$ cat src/rtl/io_pkg.sv
// Shared constants for the KEY/SW memory-mapped input device.
package io_pkg;

    // Device register addresses, also used by the top-level bus mux.
    localparam logic [31:0] ADDR_KDATA = 32'hFFFFF080;
    localparam logic [31:0] ADDR_KCTRL = 32'hFFFFF084;
    localparam logic [31:0] ADDR_SDATA = 32'hFFFFF090;
    localparam logic [31:0] ADDR_SCTRL = 32'hFFFFF094;

    // Bit positions inside the status/control registers.
    localparam int unsigned READY_BIT = 0;
    localparam int unsigned OVR_BIT   = 2;

endpackage

$ cat src/rtl/debounce_group.sv
// Two-flop synchroniser plus debounce counter for one group of board inputs.
// The stable value only follows the synchronised sample after it has held an
// unchanged, different value for DEBCYCLES consecutive cycles.
module debounce_group #(
    parameter int unsigned      WIDTH     = 4,
    parameter int unsigned      DEBCYCLES = 4,
    parameter logic [WIDTH-1:0] RSTVAL    = '0
) (
    input  logic             clk_i,
    input  logic             rst_ni,
    input  logic [WIDTH-1:0] raw_i,
    output logic [WIDTH-1:0] stable_o,
    output logic             change_o
);

    localparam int unsigned CW = $clog2(DEBCYCLES + 1);

    logic [WIDTH-1:0] sync1_q, sync2_q;
    logic [WIDTH-1:0] stable_q, stable_d;
    logic [CW-1:0]    cnt_q, cnt_d;
    logic             load;

    // Synchronise the asynchronous raw inputs into the clk domain.
    always_ff @(posedge clk_i or negedge rst_ni) begin
        if (!rst_ni) begin
            sync1_q <= RSTVAL;
            sync2_q <= RSTVAL;
        end else begin
            sync1_q <= raw_i;
            sync2_q <= sync1_q;
        end
    end

    // Count consecutive cycles the sample differs from the stable value.
    // sync1_q is the next sample, so a pending sample change zeroes the count
    // on the edge where it appears and counting restarts from the new value.
    always_comb begin
        cnt_d    = cnt_q;
        stable_d = stable_q;
        load     = 1'b0;
        if (sync2_q == stable_q || sync1_q != sync2_q) begin
            cnt_d = '0;
        end else if (cnt_q == CW'(DEBCYCLES - 1)) begin
            cnt_d    = '0;
            stable_d = sync2_q;
            load     = 1'b1;
        end else begin
            cnt_d = cnt_q + CW'(1);
        end
    end

    // Debounce counter and accepted stable value.
    always_ff @(posedge clk_i or negedge rst_ni) begin
        if (!rst_ni) begin
            cnt_q    <= '0;
            stable_q <= RSTVAL;
        end else begin
            cnt_q    <= cnt_d;
            stable_q <= stable_d;
        end
    end

    assign stable_o = stable_q;
    assign change_o = load;

endmodule

$ cat src/rtl/key_sw_io.sv
// Memory-mapped KEY/SW input device: address decode, Ready/Overrun status
// and the combinational read mux returned to the MEM stage.
module key_sw_io
    import io_pkg::*;
#(
    parameter int unsigned      DBITS     = 32,
    parameter int unsigned      DEBCYCLES = 500000,
    parameter logic [DBITS-1:0] ADDRKDATA = ADDR_KDATA,
    parameter logic [DBITS-1:0] ADDRKCTRL = ADDR_KCTRL,
    parameter logic [DBITS-1:0] ADDRSDATA = ADDR_SDATA,
    parameter logic [DBITS-1:0] ADDRSCTRL = ADDR_SCTRL
) (
    input  logic             clk,
    input  logic             RESET_N,
    input  logic [3:0]       KEY,
    input  logic [9:0]       SW,
    input  logic [DBITS-1:0] addr,
    input  logic             rden,
    input  logic             wren,
    input  logic [DBITS-1:0] wdata,
    output logic             sel,
    output logic [DBITS-1:0] rdata
);

    logic [3:0] key_stable;
    logic [9:0] sw_stable;
    logic       key_chg, sw_chg;

    logic kready_q, kready_d, kovr_q, kovr_d;
    logic sready_q, sready_d, sovr_q, sovr_d;

    logic hit_kdata, hit_kctrl, hit_sdata, hit_sctrl;
    logic rd_ok, ovr_clr;

    // Only bit OVR_BIT of store data matters; the rest is deliberately ignored.
    logic unused_wdata;
    assign unused_wdata = ^wdata;

    debounce_group #(
        .WIDTH     (4),
        .DEBCYCLES (DEBCYCLES),
        .RSTVAL    (4'hF)
    ) u_key (
        .clk_i    (clk),
        .rst_ni   (RESET_N),
        .raw_i    (KEY),
        .stable_o (key_stable),
        .change_o (key_chg)
    );

    debounce_group #(
        .WIDTH     (10),
        .DEBCYCLES (DEBCYCLES),
        .RSTVAL    (10'h000)
    ) u_sw (
        .clk_i    (clk),
        .rst_ni   (RESET_N),
        .raw_i    (SW),
        .stable_o (sw_stable),
        .change_o (sw_chg)
    );

    assign hit_kdata = (addr == ADDRKDATA);
    assign hit_kctrl = (addr == ADDRKCTRL);
    assign hit_sdata = (addr == ADDRSDATA);
    assign hit_sctrl = (addr == ADDRSCTRL);
    assign sel       = hit_kdata | hit_kctrl | hit_sdata | hit_sctrl;

    // A simultaneous load and store is treated as the store alone.
    assign rd_ok   = rden & ~wren;
    assign ovr_clr = wren & ~wdata[OVR_BIT];

    // Status next-state: a change event always beats a clearing access.
    always_comb begin
        kready_d = kready_q;
        kovr_d   = kovr_q;
        sready_d = sready_q;
        sovr_d   = sovr_q;

        if (key_chg) begin
            kready_d = 1'b1;
            if (kready_q) kovr_d = 1'b1;
        end else begin
            if (rd_ok && hit_kdata)   kready_d = 1'b0;
            if (ovr_clr && hit_kctrl) kovr_d   = 1'b0;
        end

        if (sw_chg) begin
            sready_d = 1'b1;
            if (sready_q) sovr_d = 1'b1;
        end else begin
            if (rd_ok && hit_sdata)   sready_d = 1'b0;
            if (ovr_clr && hit_sctrl) sovr_d   = 1'b0;
        end
    end

    // Ready/Overrun status registers for both groups.
    always_ff @(posedge clk or negedge RESET_N) begin
        if (!RESET_N) begin
            kready_q <= 1'b0;
            kovr_q   <= 1'b0;
            sready_q <= 1'b0;
            sovr_q   <= 1'b0;
        end else begin
            kready_q <= kready_d;
            kovr_q   <= kovr_d;
            sready_q <= sready_d;
            sovr_q   <= sovr_d;
        end
    end

    // Combinational read mux; zero when no device register is addressed.
    always_comb begin
        rdata = '0;
        if (hit_kdata) begin
            rdata[3:0] = ~key_stable;
        end else if (hit_sdata) begin
            rdata[9:0] = sw_stable;
        end else if (hit_kctrl) begin
            rdata[READY_BIT] = kready_q;
            rdata[OVR_BIT]   = kovr_q;
        end else if (hit_sctrl) begin
            rdata[READY_BIT] = sready_q;
            rdata[OVR_BIT]   = sovr_q;
        end
    end

endmodule
$ cat config.mk
export PLATFORM = sky130hd
export DESIGN_NAME = key_sw_io
export DESIGN_NICKNAME = d
export VERILOG_FILES = /design/src/rtl/io_pkg.sv /design/src/rtl/debounce_group.sv /design/src/rtl/key_sw_io.sv
export SDC_FILE = /design/constraint.sdc
export NUM_CORES = 1
export LEC_CHECK = 0
export CAP_MARGIN = 5
export CELL_PAD_IN_SITES_DETAIL_PLACEMENT = 0
export CELL_PAD_IN_SITES_GLOBAL_PLACEMENT = 1
export CORE_MARGIN = 4
export CORE_UTILIZATION = 40
export DETAILED_ROUTE_END_ITERATION = 6
export PLACE_DENSITY = 0.92
export SETUP_SLACK_MARGIN = 0.15
export SYNTH_ARGS = -nofsm -noshare
export SYNTH_HDL_FRONTEND = slang
export SYNTH_HIERARCHICAL = 1
export SYNTH_SLANG_ARGS = --single-unit
$ cat constraint.sdc
create_clock -name clk -period 4 [get_ports clk]
set_clock_uncertainty 0.1 [all_clocks]
set_input_delay 1.2 -clock clk [delete_from_list [all_inputs] [get_ports clk]]
set_output_delay 1.2 -clock clk [all_outputs]
set_load 0.01 [all_outputs]
* Yosys cells after proc, flatten, opt, wreduce, memory -nomap -nowiden *
Index checks and enable logic that the tools add are counted.

word-level totals
  register bits after elaboration = 84
  word-level logic and storage cells = 78

cells by class
  add/subtract/negate cells = 2
  equality and inequality tests = 12
  mux-type cells = 28
  bitwise logic cells = 10
  reduce and logical (&&, ||, !) cells = 14

operators by type and width
  operator               number
  $eq 32x32->1 const B   4
  $mux 19                4
  $add 19x1->19 const B  2
  $eq 19x19->1 const B   2
  $mux 1                 21
  $eq 10x10->1           1
  $ne 10x10->1           1
  $reduce_and 2->1       4
  $reduce_bool 2->1      4
  $mux 7                 1
  $mux 6                 1
  $eq 4x4->1             1
  $logic_and 1x1->1      4
  $mux 4                 1
  $ne 2x1->1 const B     2
  $ne 4x4->1             1
  $not 1->1              4
  $not 4->4              1
  $or 1x1->1             3
  $and 1x1->1            2
  $logic_or 1x1->1       2

* Longest topological paths before layout *
Gate-level depths: netlist (run 1).

  depth after elaboration = 5
  mapped depth = 8
  mapped depth without buffers = 7

* By module *
The synthesis (run 1) kept the hierarchy.

modules (own cells, without submodules)
  module                   times used  cells each  area each (um^2)
  debounce_group at u_sw   1           165         2057.0
  debounce_group at u_key  1           129         1491.4
  key_sw_io                1           75          615.6

* Worst setup path after synthesis (run 1) *
Ideal clock, no wire load.

  path kind = input-to-output
  start point = input addr[5]
  end point = output rdata[0]
  arrival = 2.301 ns
  required time = 2.700 ns
  setup slack = 0.399 ns
  stages on the path = 4
  cell sequence = or4_4 > nor2_4 > nand4_4 > a211oi_1

on the way
  cells in the longest elaborated chain, start to end = 5

RTL lines
  item          line              source
  from (decl)   key_sw_io.sv:17   input logic [DBITS-1:0] addr,
  $eq 32x32->1  key_sw_io.sv:66   assign hit_sctrl = (addr == ADDRSCTRL);
  $mux 1        key_sw_io.sv:122  end else if (hit_sctrl) begin
  $mux 1        key_sw_io.sv:119  end else if (hit_kctrl) begin
  $mux 1        key_sw_io.sv:117  end else if (hit_sdata) begin
  $mux 4 (*)    key_sw_io.sv:115  if (hit_kdata) begin
  to (decl)     key_sw_io.sv:22   output logic [DBITS-1:0] rdata

Every way passes the cells marked *; elsewhere a longest branch is shown, timed or not.

* Worst setup path after layout (run 1) *
  start point = input addr[16]
  end point = output rdata[8]

on the way
  cells in the longest elaborated chain, start to end = 3

RTL lines
  item          line              source
  $eq 32x32->1  key_sw_io.sv:65   assign hit_sdata = (addr == ADDRSDATA);
  $mux 7        key_sw_io.sv:117
  $mux 6 (*)    key_sw_io.sv:115

Marks and branches as above.

==> run_results.csv, run 1 <==
group,metric,value,unit
global_routing,grt_pass1_vias,2992,
timing,min_period_over_period,96.2,%
clock_network,cts.sinks,84,
floorplanning,start_util,41.8,%
setup_path,r2r_start,"u_sw/sync2_q[3]",
setup_path,critPathLaunchType,"input port",
setup_path,r2r_cells,7,
floorplanning,fp.dieH,110,um
setup_path,crit_start,"addr[16]",
clock_network,cts_root_buf,"clkbuf_8",
synth,netlist-cell-type-count,53,
placement,portBuffers,61,
flow_run,max-cap-violations,0,
timing,setup-tns-final,0,ns
timing,rsz0062_at_grt,"true",
worst_hold_path,hold_path.class,"flip-flop to flip-flop",
power_and_ir_drop,power.density,323,nW/um2
clock_network,cts_tree,"yes",
finish,final_util,50.8,%
setup_path,end_kind,"output port",
synth,avgSynthCellArea,11.3,um2
timing,relSlewSlack,32.1,%
drt,drc,0,
setup_path,cp_data_required_time,2.70,ns
floorplanning,ios,115,
power_and_ir_drop,power_frac_seq,53.9,%
timing,hold_viol_final,0,
global_routing,gr-total-overflow,0,
finish,syn2layout_area_growth,21.5,%
outcome,status,"completed",
power_and_ir_drop,comb_power_share,6.7,%
power_and_ir_drop,ir_worst_vdd,0.000268,V
power_and_ir_drop,leakage,2.19,nW
finish,multi_input_area,1940,um2
synth,ys_ff_latch,84,
drt,drt_iter0_markers,86,
synth,synthFlopType,"dfrtp_1",
placement,globalplace.congestion,0.748,
drt,via_count,2890,
placement,dpl.hpwl,5750,um
synth,synthArstFlopShare,100,%
power_and_ir_drop,intPower,0.00123,W
drt,postRouteAntennaNets,0,
finish,fill_cells,899,
finish,fin_nets,523,
drt,drt-pass1-iter-count,4,
synth,netlist_area,4160,um2
global_routing,grt_start_max_net_pins,85,
setup_path,worstPathArrival,2.55,ns
timing,timing.fmax,260,MHz
drt,wl_per_cell,14.0,um
setup_path,r2r_end,"sovr_q",
power_and_ir_drop,p_clk_share,39.3,%
finish,n_antenna_cell,0,
clock_network,htree_levels,3,
global_routing,grt_usage,14.5,%
clock_network,clk_latency,0.35,ns
setup_path,crit_end,"rdata[8]",
finish,drive_gt1_share,18.7,%
floorplanning,rows,36,
synth,synth_seq_area_share,50.8,%
setup_path,worst-setup-path-type,"input port to output port",
synth,synth_area_leaders,"dfrtp_1 43%, dfstp_2 7.6%, xor2_1 7.2%",
timing,final-setup-viol-count,0,
synth,yosysWarnings,6,
power_and_ir_drop,p_switching,0.000405,W
synth,yosys.area.top_type,"dfrtp_1",
setup_path,path_max_fanout,6,
synth,synth_cells,369,
clock_network,numCtsBuffers,9,
finish,final-seq-area,2120,um2
drt,vias_per_cell,5.01,
global_routing,grt_first_pass_wirelength,13800,um
power_and_ir_drop,swShare,24.8,%
floorplanning,core_area,9950,um2
floorplanning,die_area,12100,um2
synth,synthMostInstantiatedCell,"dfrtp_1",
synth,synthTopCellsByCount,"72 x dfrtp_1, 34 x xor2_1, 31 x nor2_1",
clock_network,cts_buffer_depth,2,
timing,drv_slew,0,
clock_network,clkTransAtPathRegs,0.09,ns
synth,synth_edf_count,0,
timing,tightest_slew,1.02,ns
global_routing,antenna_found_initial,0,
floorplanning,die_x,110,um
drt,wl,8090,um
setup_path,rrSetupSlack,1.50,ns
timing,post-route-min-period,3.85,ns
synth,synth_top_area_share,43.3,%
[power by group through the flow]
stage / Combinational, W / Clock (W) / Sequential [W]
5_1_grt: 0.000122 / 0.000706 / 0.000884
3_3_place_gp: 0.000115 / 0 / 0.000896
4_1_cts: 0.000111 / 0.000664 / 0.000881
2_1_floorplan: 0.0000574 / 0 / 0.000895
6_report: 0.000110 / 0.000642 / 0.000881
3_5_place_dp: 0.000116 / 0 / 0.000898
[area by class of cell]
cell class	instances	share of cell area (%)
inverters	5	0.371
well taps	133	3.29
flip-flops and latches	84	41.9
repair buffers	69	11.9
clock inverters	7	1.86
clock buffers	9	2.45
multi-input cells	270	38.3
[flip-flops by register name, summed over array words and instances (netlist names)]
register / cells
u_key/sync1_q: 4
u_key/sync2_q: 4
u_key/cnt_q: 19
u_sw/sync1_q: 10
sready_q: 1
u_sw/cnt_q: 19
u_key/stable_o: 4
sovr_q: 1
kready_q: 1
kovr_q: 1
u_sw/stable_o: 10
u_sw/sync2_q: 10
[stage by stage]
stage / instance area (um2) / std cells / total power (W) / hold WS (ns) / setup WS, ns
2_1_floorplan: 4240 / 390 / 0.000952 / 0.260 / 0.399
3_3_place_gp: 4860 / 560 / 0.00101 / 0.263 / -0.563
3_5_place_dp: 4860 / 560 / 0.00101 / 0.265 / -0.578
4_1_cts: 5050 / 577 / 0.00166 / 0.277 / 0.130
5_1_grt: 5060 / 577 / 0.00171 / 0.286 / 0.105
6_report: 5060 / 577 / 0.00163 / 0.280 / 0.153
[timing repair]
item / in CTS / in global routing
setup endpoints to repair: 11 / 8
hold buffers: 0 / 0
endpoints found under the hold margin: 0 / 0
gates cloned: 0 / 0
gates resized for setup: 89 / 9
setup buffers: 1 / 0
pin swaps: 13 / 5
[routing by layer]
metal  global-route usage, %  vias up  routed length [um]
li1                        -     1395                   -
met1                    18.1     1431                3510
met2                    24.6       56                4120
met5                       0        -                   0
met4                    4.19        0                  89
met3                    3.90        8                 368
[how the worst min path moves through the flow]
stage,from,to,slack [ns],cells past startpoint
2_1_floorplan,u_key/sync1_q[0],u_key/sync2_q[0],0.26,0
3_3_place_gp,u_key/sync1_q[2],u_key/sync2_q[2],0.26,0
3_5_place_dp,u_key/sync1_q[0],u_key/sync2_q[0],0.26,0
4_1_cts,u_key/sync1_q[2],u_key/sync2_q[2],0.28,0
5_1_grt,u_key/sync1_q[2],u_key/sync2_q[2],0.29,0
6_report,u_key/sync1_q[2],u_key/sync2_q[2],0.28,0
[placed cells by master, fill, tap and decap left out, types with 8 or more instances in the layout]
cell type,instances
buf_4,8
conb_1,22
nand4_1,15
nand3_1,15
mux2_4,10
xnor2_1,23
dfrtp_1,72
clkbuf_8,9
nand2_1,17
dlygate4sd2_1,15
nor2_1,31
clkdlybuf4s50_1,23
nor4_1,11
nor3_1,16
buf_2,11
dfstp_2,12
xor2_1,34
[cells by family (layout without fill, tap and decap cells)]
family,after synthesis,after routing,synth area share [%]
muxes,16,16,5.17
buffers and inverters,36,90,5.53
AOI/OAI and AO/OA,22,22,3.67
adders and majority gates,2,2,0.601
xor gates and xnor gates,57,57,12.0
DFF,84,84,50.8
other,1,22,0.0901
and+or+nand+nor,151,151,22.1
[critical path, cell delays in order]
cell and delay [ns]:
clkdlybuf4s50_1 0.47, nand4_1 0.12, nor2_4 0.17, and3_4 0.24, buf_6 0.11, and2_4 0.14
buf_6 0.09
Note: power is estimated with default switching activity, not from simulation.
==> inputs of run 2 (changes only) <==
REMOVE_ABC_BUFFERS = 1   (was not set)
==> run_results.csv, run 2 (synthesis gave the netlist of run 1 again) <==
group,metric,value,unit
setup_path,end_kind,"output port",
clock_network,htree_levels,3,
global_routing,antenna_found_initial,0,
setup_path,crit_chain,"buf_6 -> or4_4 -> nor2_4 -> buf_6 -> nand4_4 -> nor3_2 -> buf_2",
clock_network,numCtsBuffers,9,
drt,drc,0,
timing,rsz0062_at_grt,"true",
setup_path,cp_data_required_time,2.70,ns
floorplanning,ios,115,
timing,post-route-min-period,3.86,ns
setup_path,critPathLaunchType,"input port",
setup_path,path_max_fanout,6,
clock_network,cts_buffer_depth,2,
power_and_ir_drop,power,0.00152,W
setup_path,crit_top_cell,"buf_6",
finish,fin_nets,530,
setup_path,r2r_start,"u_key/sync2_q[1]",
drt,via_count,2936,
power_and_ir_drop,swShare,24.6,%
timing,drv_slew,0,
timing,final-setup-viol-count,0,
power_and_ir_drop,ir_worst_vdd,0.000144,V
setup_path,rrSetupSlack,1.53,ns
timing,min_period_over_period,96.4,%
timing,hold_viol_final,0,
power_and_ir_drop,power.density,300,nW/um2
setup_path,crit_family,"simple AND/OR/NAND/NOR gates",
global_routing,grt_pass1_vias,2913,
setup_path,slowest_delay,0.53,ns
finish,fill_cells,878,
timing,tightest_slew,1.02,ns
power_and_ir_drop,p_switching,0.000375,W
finish,n_antenna_cell,0,
drt,drt_iter0_markers,120,
global_routing,grt_first_pass_wirelength,13700,um
placement,portBuffers,61,
drt,drt-pass1-iter-count,5,
flow_run,max-cap-violations,0,
worst_hold_path,hold_path.startpoint,"u_key/sync1_q[1]",
floorplanning,die_area,12100,um2
power_and_ir_drop,leakage,2.23,nW
power_and_ir_drop,power_frac_seq,57.8,%
global_routing,gr-total-overflow,0,
power_and_ir_drop,p_clk_share,35.0,%
drt,postRouteAntennaNets,0,
setup_path,r2r_end,"kready_q",
finish,final_common_cell,"dfrtp_1",
worst_hold_path,hold_end,"u_key/sync2_q[1]",
timing,timing.fmax,259,MHz
power_and_ir_drop,intPower,0.00115,W
drt,vias_per_cell,5.03,
finish,final_util,51.1,%
global_routing,grt_start_max_net_pins,85,
drt,wl_per_cell,14.5,um
worst_hold_path,hold_path.class,"flip-flop to flip-flop",
finish,drive_gt1_share,21.7,%
outcome,status,"completed",
setup_path,worstPathArrival,2.56,ns
drt,wl,8480,um
worst_hold_path,hold_depth,0,
floorplanning,core_area,9950,um2
setup_path,r2r_cells,8,
setup_path,slowest_stage,"or4_4",
setup_path,worst-setup-path-type,"input port to output port",
floorplanning,rows,36,
clock_network,cts.sinks,84,
clock_network,cts_tree,"yes",
floorplanning,start_util,41.8,%
floorplanning,fp.dieH,110,um
timing,relSlewSlack,31.7,%
placement,globalplace.congestion,0.828,
placement,dpl.hpwl,6080,um
finish,reg_top3,"u_key/cnt_q: 19 flops, u_sw/cnt_q: 19 flops",
setup_path,crit_buf_inv,3,
floorplanning,die_x,110,um
clock_network,clk_latency,0.35,ns
finish,syn2layout_area_growth,22.2,%
finish,final_cell_mix,"72 x dfrtp_1, 34 x xor2_1, 31 x nor2_1, 23 x xnor2_1, 22 x conb_1",
clock_network,clkTransAtPathRegs,0.09,ns
timing,setup-tns-final,0,ns
global_routing,grt_usage,14.5,%
clock_network,cts_root_buf,"clkbuf_8",
power_and_ir_drop,comb_power_share,7.2,%
==> run 2: cell types whose count changed in the layout (fill, tap and decap cells not counted), sizes merged, moves of 3 or more <==
cell / previous run / this run
dlymetal6s2s: 2 / 5
buf: 22 / 30
clkdlybuf4s50: 23 / 19
dlygate4sd2: 15 / 9
clkbuf: 10 / 16
==> run 2: power groups by stage <==
| stage | Sequential (W) | Clock, W | Combinational [W] |
|---|---|---|---|
| after detailed placement | 0.000898 | 0 | 0.000117 |
| after CTS | 0.000882 | 0.000553 | 0.000112 |
| after global placement | 0.000897 | 0 | 0.000116 |
| final | 0.000881 | 0.000534 | 0.000109 |
| after global routing | 0.000884 | 0.000588 | 0.000122 |
| after floorplan | 0.000895 | 0 | 0.0000384 |
==> run 2: worst max-delay path by stage <==
stage,slack (ns),startpoint,endpoint,cells after the start
after floorplan,0.40,addr[5],rdata[0],4
after global placement,-0.55,addr[5],rdata[4],6
after detailed placement,-0.59,addr[5],rdata[7],6
after CTS,0.09,addr[3],rdata[2],7
after global routing,0.06,addr[0],rdata[1],7
final,0.14,addr[0],rdata[1],7
==> run 2: cell type report <==
class / instances / area, um2 / area share (%)
Sequential cell: 84 / 2120 / 41.6
Multi-Input combinational cell: 270 / 1940 / 38.2
Timing Repair Buffer: 76 / 668 / 13.1
Tap cell: 133 / 166 / 3.27
Clock buffer: 9 / 124 / 2.43
Clock inverter: 7 / 50.0 / 0.984
Inverter: 5 / 18.8 / 0.369
==> run 2: timing repair <==
action	CTS	global route
hold buffers	0	0
gates resized for setup	98	23
pin swaps	11	13
gates cloned	0	0
endpoints found under the setup margin	11	11
setup buffers	4	3
==> run 2: per-layer routing <==
metal  GRT usage, %  up-vias  part of all wire [%]
met3           3.26        9                   8.1
met2           24.6       99                    49
met5              0        -                     0
met1           18.1     1421                    41
met4           5.34        0                   1.4
li1               -     1407                     -
==> run 2: through the flow <==
| step | std cells | instance area (um2) | setup WS (ns) | hold slack [ns] |
|---|---|---|---|---|
| after floorplan | 359 | 4030 | 0.399 | 0.260 |
| after global placement | 561 | 4870 | -0.548 | 0.263 |
| after detailed placement | 561 | 4870 | -0.588 | 0.262 |
| after CTS | 581 | 5080 | 0.0855 | 0.275 |
| after global routing | 584 | 5090 | 0.0606 | 0.279 |
| final | 584 | 5090 | 0.144 | 0.273 |
